$ cat src/rtl/nibble_uart_tx_pkg.sv
// Shared definitions for the nibble serial link: FSM state encoding and the
// default bit period, kept here so the future receiver uses the same values.
package nibble_uart_tx_pkg;

    localparam int DEFAULT_CLKS_PER_BIT = 5208;  // 50 MHz / 9600 baud

    typedef enum logic [2:0] {
        ST_IDLE   = 3'd0,
        ST_START  = 3'd1,
        ST_DATA   = 3'd2,
        ST_PARITY = 3'd3,
        ST_STOP   = 3'd4
    } state_e;

    // Bit value that makes the total count of ones (nibble + bit) even.
    function automatic logic even_parity(input logic [3:0] nib);
        return ^nib;
    endfunction

endpackage

$ cat src/rtl/nibble_uart_tx_baud_tick.sv
// Bit-period counter: counts 0..CLKS_PER_BIT-1 and flags the terminal count.
// Held at zero while clr is high, so a period starts cleanly on release.
module nibble_uart_tx_baud_tick #(
    parameter int CLKS_PER_BIT = 4
) (
    input  logic clk,
    input  logic rst_n,
    input  logic clr,
    output logic tick
);

    localparam int CW = (CLKS_PER_BIT > 1) ? $clog2(CLKS_PER_BIT) : 1;
    localparam logic [CW-1:0] LAST = CW'(CLKS_PER_BIT - 1);

    logic [CW-1:0] cnt_q;
    logic [CW-1:0] cnt_d;

    always_comb begin
        cnt_d = cnt_q;
        if (clr || (cnt_q == LAST)) begin
            cnt_d = '0;
        end else begin
            cnt_d = cnt_q + CW'(1);
        end
    end

    always_ff @(posedge clk or negedge rst_n) begin
        if (!rst_n) begin
            cnt_q <= '0;
        end else begin
            cnt_q <= cnt_d;
        end
    end

    assign tick = (cnt_q == LAST) && !clr;

endmodule

$ cat src/rtl/nibble_uart_tx.sv
// Nibble UART transmitter: start bit, 4 data bits LSB first, optional even
// parity, stop bit. All outputs come straight from flops.
module nibble_uart_tx
    import nibble_uart_tx_pkg::*;
#(
    parameter int CLKS_PER_BIT = DEFAULT_CLKS_PER_BIT,
    parameter int PARITY_EN    = 1
) (
    input  logic       clk,
    input  logic       rst_n,
    input  logic [3:0] data_in,
    input  logic       valid,
    output logic       ready,
    output logic       tx,
    output logic       busy,
    output logic       done
);

    state_e     state_q, state_d;
    logic [3:0] shift_q, shift_d;
    logic [1:0] bit_idx_q, bit_idx_d;
    logic       parity_q, parity_d;
    logic       tx_q, tx_d;
    logic       ready_q, ready_d;
    logic       busy_q, busy_d;
    logic       done_q, done_d;
    logic       bit_tick;

    // The period counter restarts whenever the FSM leaves IDLE; every other
    // state change happens on a terminal count, where it wraps to zero anyway.
    nibble_uart_tx_baud_tick #(
        .CLKS_PER_BIT(CLKS_PER_BIT)
    ) u_baud (
        .clk  (clk),
        .rst_n(rst_n),
        .clr  (state_q == ST_IDLE),
        .tick (bit_tick)
    );

    always_comb begin
        state_d   = state_q;
        shift_d   = shift_q;
        bit_idx_d = bit_idx_q;
        parity_d  = parity_q;
        tx_d      = tx_q;
        done_d    = 1'b0;
        case (state_q)
            ST_IDLE: begin
                tx_d = 1'b1;
                if (valid && ready_q) begin
                    shift_d   = data_in;
                    parity_d  = even_parity(data_in);
                    bit_idx_d = 2'd0;
                    tx_d      = 1'b0;
                    state_d   = ST_START;
                end
            end
            ST_START: begin
                if (bit_tick) begin
                    tx_d      = shift_q[0];
                    bit_idx_d = 2'd0;
                    state_d   = ST_DATA;
                end
            end
            ST_DATA: begin
                if (bit_tick) begin
                    if (bit_idx_q == 2'd3) begin
                        if (PARITY_EN != 0) begin
                            tx_d    = parity_q;
                            state_d = ST_PARITY;
                        end else begin
                            tx_d    = 1'b1;
                            state_d = ST_STOP;
                        end
                    end else begin
                        // tx is registered, so present the next bit one shift ahead
                        shift_d   = {1'b0, shift_q[3:1]};
                        tx_d      = shift_q[1];
                        bit_idx_d = bit_idx_q + 2'd1;
                    end
                end
            end
            ST_PARITY: begin
                if (bit_tick) begin
                    tx_d    = 1'b1;
                    state_d = ST_STOP;
                end
            end
            ST_STOP: begin
                if (bit_tick) begin
                    tx_d    = 1'b1;
                    done_d  = 1'b1;
                    state_d = ST_IDLE;
                end
            end
            default: begin
                tx_d    = 1'b1;
                state_d = ST_IDLE;
            end
        endcase
        ready_d = (state_d == ST_IDLE);
        busy_d  = ~ready_d;
    end

    always_ff @(posedge clk or negedge rst_n) begin
        if (!rst_n) begin
            state_q   <= ST_IDLE;
            shift_q   <= 4'd0;
            bit_idx_q <= 2'd0;
            parity_q  <= 1'b0;
            tx_q      <= 1'b1;
            ready_q   <= 1'b1;
            busy_q    <= 1'b0;
            done_q    <= 1'b0;
        end else begin
            state_q   <= state_d;
            shift_q   <= shift_d;
            bit_idx_q <= bit_idx_d;
            parity_q  <= parity_d;
            tx_q      <= tx_d;
            ready_q   <= ready_d;
            busy_q    <= busy_d;
            done_q    <= done_d;
        end
    end

    assign ready = ready_q;
    assign busy  = busy_q;
    assign tx    = tx_q;
    assign done  = done_q;

endmodule

$ cat config.mk
export PLATFORM = sky130hd
export DESIGN_NAME = nibble_uart_tx
export DESIGN_NICKNAME = d
export VERILOG_FILES = /design/src/rtl/nibble_uart_tx_pkg.sv /design/src/rtl/nibble_uart_tx_baud_tick.sv /design/src/rtl/nibble_uart_tx.sv
export SDC_FILE = /design/constraint.sdc
export NUM_CORES = 1
export LEC_CHECK = 0
export BUFFER_PORTS_ARGS = -buffer_cell sky130_fd_sc_hd__clkbuf_2
export CAP_MARGIN = 20
export CORE_ASPECT_RATIO = 0.7
export CORE_UTILIZATION = 45
export CTS_BUF_LIST = sky130_fd_sc_hd__clkbuf_16
export CTS_CLUSTER_DIAMETER = 40
export DETAILED_ROUTE_END_ITERATION = 10
export PLACE_DENSITY = 0.61
export RECOVER_POWER = 25
export SLEW_MARGIN = 20
export SYNTH_ARGS = -nofsm -noshare
export SYNTH_HDL_FRONTEND = slang
export SYNTH_SLANG_ARGS = --single-unit
$ cat constraint.sdc
create_clock -name clk -period 2.5 [get_ports clk]
set_clock_uncertainty 0.1 [all_clocks]
set_input_delay 0.5 -clock clk [delete_from_list [all_inputs] [get_ports clk]]
set_output_delay 0.5 -clock clk [all_outputs]
set_load 0.01 [all_outputs]
==> impl_metrics.env, run 1 <==
export IMPL_finalCritPeriodShare_pct=81.0
export IMPL_numCtsBuffers=3
export IMPL_synth_edf_count=0
export IMPL_cts_num_sinks=27
export IMPL_period_needed_ns=2.03
export IMPL_dr_max_layer_used="met4"
export IMPL_post_cts_buffers=0
export IMPL_drv_cap=0
export IMPL_antenna_found_initial=0
export IMPL_setup_violations_final=0
export IMPL_syn_avg_cell_area_um2=10.3
export IMPL_clock_latency_ns=0.26
export IMPL_power_density_nw_per_um2=522
export IMPL_die_area_um2=3360
export IMPL_final_setup_tns_ns=0
export IMPL_cp_max_fo=10
export IMPL_clk_path_buf_depth=2
export IMPL_portBuffers=10
export IMPL_antenna_cells=0
export IMPL_wl_met1_mm=1.43
export IMPL_start_kind="register"
export IMPL_synth_nets=146
export IMPL_grt_start_max_net_pins=28
export IMPL_hold_viol_final=0
export IMPL_dp_hpwl_mm=1.96
export IMPL_postCtsHoldBufs=0
export IMPL_rsz0062_at_grt="false"
export IMPL_drtAntennaViolNets=0
export IMPL_ys_flop_type="dfrtp_1"
export IMPL_start_util_pct=48.8
export IMPL_syn_cell_area_um2=1410
export IMPL_dr_wl_met3_um=163
export IMPL_worstSetupEndpointType="register"
export IMPL_core_area_um2=2880
export IMPL_die_w_um=68.8
export IMPL_synth_top_cell_area_share_pct=44.4
export IMPL_avgRoutedWirePerCell_um=14.4
export IMPL_finalPower_w=0.000819
export IMPL_pre_cts_slack_ns=0.491
export IMPL_worstSetupPathType="register to register"
export IMPL_status="complete, no violations"
export IMPL_num_io_pins=11
export IMPL_fin_ws_ns=0.474
export IMPL_nFillCells=260
export IMPL_synth_common_cells="25 x dfrtp_1, 21 x nor2_1, 13 x nand2_1"
export IMPL_yosysMostFrequentCell="dfrtp_1"
export IMPL_vias_per_cell=5.42
export IMPL_dpl_cell_area_um2=1490
export IMPL_drcViolationCount=0
export IMPL_post_synth_num_cell_types=36
export IMPL_drt_pass1_iter_count=4
export IMPL_synth_area_top_cells="dfrtp_1 44%, xnor2_1 7.5%, nor2_1 5.6%"
export IMPL_cts_max_level=1
export IMPL_grt_pass1_wl_mm=4.60
export IMPL_clkTransAtPathRegs_ns=0.06
export IMPL_num_rows=16
export IMPL_area_delta_synth_final_pct=11.5
export IMPL_grt_pass1_vias=951
export IMPL_routed_wl_mm=2.65
export IMPL_wl_met2_mm=1.04
export IMPL_seq_area_frac_synth_pct=48.2
export IMPL_slew_violations=0
export IMPL_fin_area_um2=1570
export IMPL_fmax_mhz=494
export IMPL_track_usage_pct=18.7
export IMPL_num_vias=998
export IMPL_cts_tree="yes"
export IMPL_fin_nets=158
export IMPL_cts_root_buf="clkbuf_16"
export IMPL_grt_overflow_total=0
export IMPL_synth_top_area_cell="dfrtp_1"
export IMPL_hold_path_class="register to register"
export IMPL_synthArstFlopShare_pct=100
export IMPL_vdd_drop_max_mv=0.351
export IMPL_slew_limit_headroom_pct=7.42
export IMPL_synth_seq_cells=27
export IMPL_whs_ns=0.392
export IMPL_die_h_um=48.8
export IMPL_drive_gt1_share_pct=18.9
export IMPL_critPathRequiredTime_ns=2.54
export IMPL_arrival_ns=2.07
export IMPL_cts_repair_resized=0
export IMPL_p_leak_nw=0.664
export IMPL_drt_iter0_drc=70
export IMPL_synthCells=137
export IMPL_tightest_slew_ns=1.39
export IMPL_gp_congestion=0.769
export IMPL_yosysWarnings=0
-- registers in the layout, indices dropped and copies added, names as in the netlist --
register / count
tx: 1
state_q: 3
busy: 1
shift_q: 4
done: 1
bit_idx_q: 2
parity_q: 1
ready: 1
u_baud.cnt_q: 13
-- power breakdown --
group	total, W	internal (W)	switching (W)
combinational	0.0000243	0.0000102	0.0000142
clock	0.000355	0.000214	0.000141
sequential	0.000440	0.000439	0.00000125
total	0.000819	0.000663	0.000157
-- placed cells by master (no fill, tap or decap), drive strengths merged, types with 2 or more instances in the layout --
master  instances
inv             5
mux2i           2
nand3           9
nand2          13
dfstp           2
ha              2
mux2            6
a31oi           3
xor2            3
nor2           21
xnor2          12
dfrtp          25
nand4           2
nor3            3
a21oi           3
and3            2
nand2b          2
nor4            4
clkbuf         13
-- critical path: stages, from the launching register on --
cell and delay (ns):
dfrtp_1 0.39, ha_1 0.22, and4bb_2 0.30, nand3_4 0.15, o32ai_4 0.37, mux2_2 0.38
-- cells by family (layout without fill, tap and decap cells) --
| group | Yosys count | after routing | share of synthesized area [%] |
|---|---|---|---|
| AO/OA/AOI/OAI | 14 | 14 | 8.09 |
| XOR/XNOR | 15 | 15 | 9.33 |
| adder cells (fa/ha/maj) | 2 | 2 | 1.78 |
| buffers and inverters | 7 | 18 | 1.87 |
| flip-flops | 27 | 27 | 48.2 |
| multiplexers | 8 | 8 | 6.22 |
| AND/OR/NAND/NOR | 64 | 64 | 24.5 |
-- routing by layer --
| metal | GRT usage (%) | up-vias |
|---|---|---|
| met1 | 31.0 | 465 |
| met2 | 23.8 | 34 |
| met5 | 0 | - |
| met3 | 5.84 | 2 |
| met4 | 3.06 | 0 |
| li1 | - | 497 |
-- cell type report --
class,count,area [um2],area share [%]
inverters,4,15.0,0.957
flip-flops and latches,27,678,43.2
repair buffers,10,48.8,3.11
clock buffers,3,75.1,4.78
clock inverters,1,3.75,0.239
well taps,36,45.0,2.87
multi-input cells,103,703,44.8
-- per-stage QoR --
step	cells	utilization (%)
2_1_floorplan	137	-
3_3_place_gp	180	51.7
3_5_place_dp	180	51.7
4_1_cts	184	54.5
5_1_grt	184	54.4
6_report	184	54.4
-- worst paths after layout --
path,endpoint,depth (start not counted),slack [ns],start
worst min-delay path,u_baud.cnt_q[0],1,0.39,u_baud.cnt_q[0]
min in group asynchronous,u_baud.cnt_q[8],1,0.45,rst_n
worst min register to register,u_baud.cnt_q[0],1,0.39,u_baud.cnt_q[0]
worst max register to register,shift_q[2],5,0.47,u_baud.cnt_q[0]
max in group asynchronous,shift_q[1],1,1.04,rst_n
worst max-delay path,shift_q[2],5,0.47,u_baud.cnt_q[0]
No activity file was read; power rests on OpenSTA's default activity.
==> inputs of run 2 (changes only) <==
==> constraint.sdc (replaced) <==
create_clock -name clk -period 2 [get_ports clk]
set_clock_uncertainty 0.1 [all_clocks]
set_input_delay 0.4 -clock clk [delete_from_list [all_inputs] [get_ports clk]]
set_output_delay 0.4 -clock clk [all_outputs]
set_load 0.01 [all_outputs]
==> run 2 against run 1 <==
Against the previous run: setup slack got worse by 0.38 ns; sequential share of layout area decreased by 0.61 points; first-iteration DRC count decreased by 7.1%; sequential power is 25% higher; combinational power increased by 25%; count of clock-buffer cells in the layout unchanged; sequential cell count did not move; hold slack lost 0.038 ns; fmax increased by 6.3%; via count up 2.9%; total power up 24%; critical endpoint unchanged.
==> impl_metrics.env, run 2 (synthesis results as in run 1) <==
export IMPL_slew_violations=0
export IMPL_postCtsHoldBufs=0
export IMPL_worstSetupEndpointType="register"
export IMPL_dr_max_layer_used="met4"
export IMPL_fin_nets=161
export IMPL_drt_pass1_iter_count=4
export IMPL_fmax_mhz=525
export IMPL_drtAntennaViolNets=0
export IMPL_p_leak_nw=0.679
export IMPL_drv_cap=0
export IMPL_setup_violations_final=0
export IMPL_cts_root_buf="clkbuf_16"
export IMPL_largest_register_ffs=13
export IMPL_track_usage_pct=18.4
export IMPL_cp_buffers_inverters=0
export IMPL_core_area_um2=2880
export IMPL_arrival_ns=1.95
export IMPL_period_needed_ns=1.91
export IMPL_gp_congestion=0.791
export IMPL_die_w_um=68.8
export IMPL_final_util_pct=55.2
export IMPL_finalPower_w=0.00102
export IMPL_nFillCells=272
export IMPL_clock_latency_ns=0.25
export IMPL_finalCritPeriodShare_pct=95.3
export IMPL_slew_limit_headroom_pct=6.37
export IMPL_dp_hpwl_mm=2.04
export IMPL_critPathRequiredTime_ns=2.04
export IMPL_hold_path_class="input port to register"
export IMPL_top_register="u_baud.cnt_q"
export IMPL_antenna_cells=0
export IMPL_drcViolationCount=0
export IMPL_path_cells="ha_1 > and4bb_2 > nand3_4 > o32ai_4 > mux2_2"
export IMPL_power_density_nw_per_um2=638
export IMPL_wl_met2_mm=1.05
export IMPL_drt_iter0_drc=65
export IMPL_hold_start="data_in[3]"
export IMPL_num_rows=16
export IMPL_start_util_pct=48.8
export IMPL_grt_pass1_wl_mm=4.57
export IMPL_slowest_stage="dfrtp_1"
export IMPL_max_stage_delay_ns=0.38
export IMPL_avgRoutedWirePerCell_um=14.0
export IMPL_vdd_drop_max_mv=0.490
export IMPL_numCtsBuffers=3
export IMPL_vias_per_cell=5.49
export IMPL_grt_pass1_vias=943
export IMPL_tightest_slew_ns=1.40
export IMPL_critPathLaunch="u_baud.cnt_q[0]"
export IMPL_num_vias=1027
export IMPL_top_regs="u_baud.cnt_q x13, shift_q x4, state_q x3"
export IMPL_fin_area_um2=1590
export IMPL_cp_max_fo=4
export IMPL_num_io_pins=11
export IMPL_clk_path_buf_depth=2
export IMPL_die_area_um2=3360
export IMPL_multi_input_area_um2=703
export IMPL_final_common_cell="dfrtp_1"
export IMPL_worstReg2RegStart="u_baud.cnt_q[0]"
export IMPL_cts_max_level=1
export IMPL_cts_num_sinks=27
export IMPL_area_delta_synth_final_pct=13.1
export IMPL_portBuffers=10
export IMPL_final_setup_tns_ns=0
export IMPL_antenna_found_initial=0
export IMPL_dr_wl_met3_um=114
export IMPL_post_cts_buffers=0
export IMPL_wl_met1_mm=1.45
export IMPL_dpl_cell_area_um2=1510
export IMPL_routed_wl_mm=2.62
export IMPL_hold_viol_final=0
export IMPL_final_seq_area_um2=678
export IMPL_status="complete, no violations"
export IMPL_cp_top_family="flip-flops"
export IMPL_die_h_um=48.8
export IMPL_grt_overflow_total=0
export IMPL_cts_repair_resized=0
export IMPL_rsz0062_at_grt="false"
export IMPL_mostFrequentLayoutCells="25 x dfrtp_1, 21 x nor2_1, 13 x nand2_1"
export IMPL_worstSetupPathType="register to register"
export IMPL_start_kind="register"
export IMPL_clkTransAtPathRegs_ns=0.06
export IMPL_cts_tree="yes"
export IMPL_drive_gt1_share_pct=20.5
export IMPL_grt_start_max_net_pins=28
-- run 2: cell type report --
type | instances | share of cell area (%)
multi-input cells | 103 | 44.2
flip-flops and latches | 27 | 42.6
clock buffers | 3 | 4.72
repair buffers | 13 | 4.48
well taps | 36 | 2.83
inverters | 4 | 0.943
clock inverters | 1 | 0.236
-- run 2: path summary, 6_finish.rpt --
check                              endpoint  slack (ns)  depth (start not counted)
max                              shift_q[2]        0.09                          5
min                              shift_q[3]        0.35                          3
max reg2reg                      shift_q[2]        0.09                          5
min reg2reg                 u_baud.cnt_q[0]        0.39                          1
max in group asynchronous        shift_q[0]        0.62                          1
min in group asynchronous  u_baud.cnt_q[12]        0.36                          1
-- run 2: where the power goes --
part           switching [W]  total (W)  leakage [nW]  internal [W]
clock network       0.000169   0.000436        0.0423      0.000267
logic              0.0000176  0.0000303         0.307     0.0000127
registers         0.00000125   0.000550         0.330      0.000548
-- run 2: routing by layer --
metal  GRT usage (%)  up-vias
met5               0        -
met4            2.04        0
met3            5.14        2
met2            24.6       19
met1            29.9      496
li1                -      510
-- run 2: metrics by stage --
stage	worst slack [ns]	cells	hold slack [ns]
floorplan	0.146	137	0.00441
global placement	0.139	183	0.368
detailed placement	0.0993	183	0.372
CTS	0.0876	187	0.0914
global route	0.0112	187	0.396
finish	0.0944	187	0.353
-- run 2: worst reg2reg max path, cell delays in order (launching register included) --
cell	delay, ns
dfrtp_1	0.38
ha_1	0.22
and4bb_2	0.29
nand3_4	0.09
o32ai_4	0.33
mux2_2	0.38
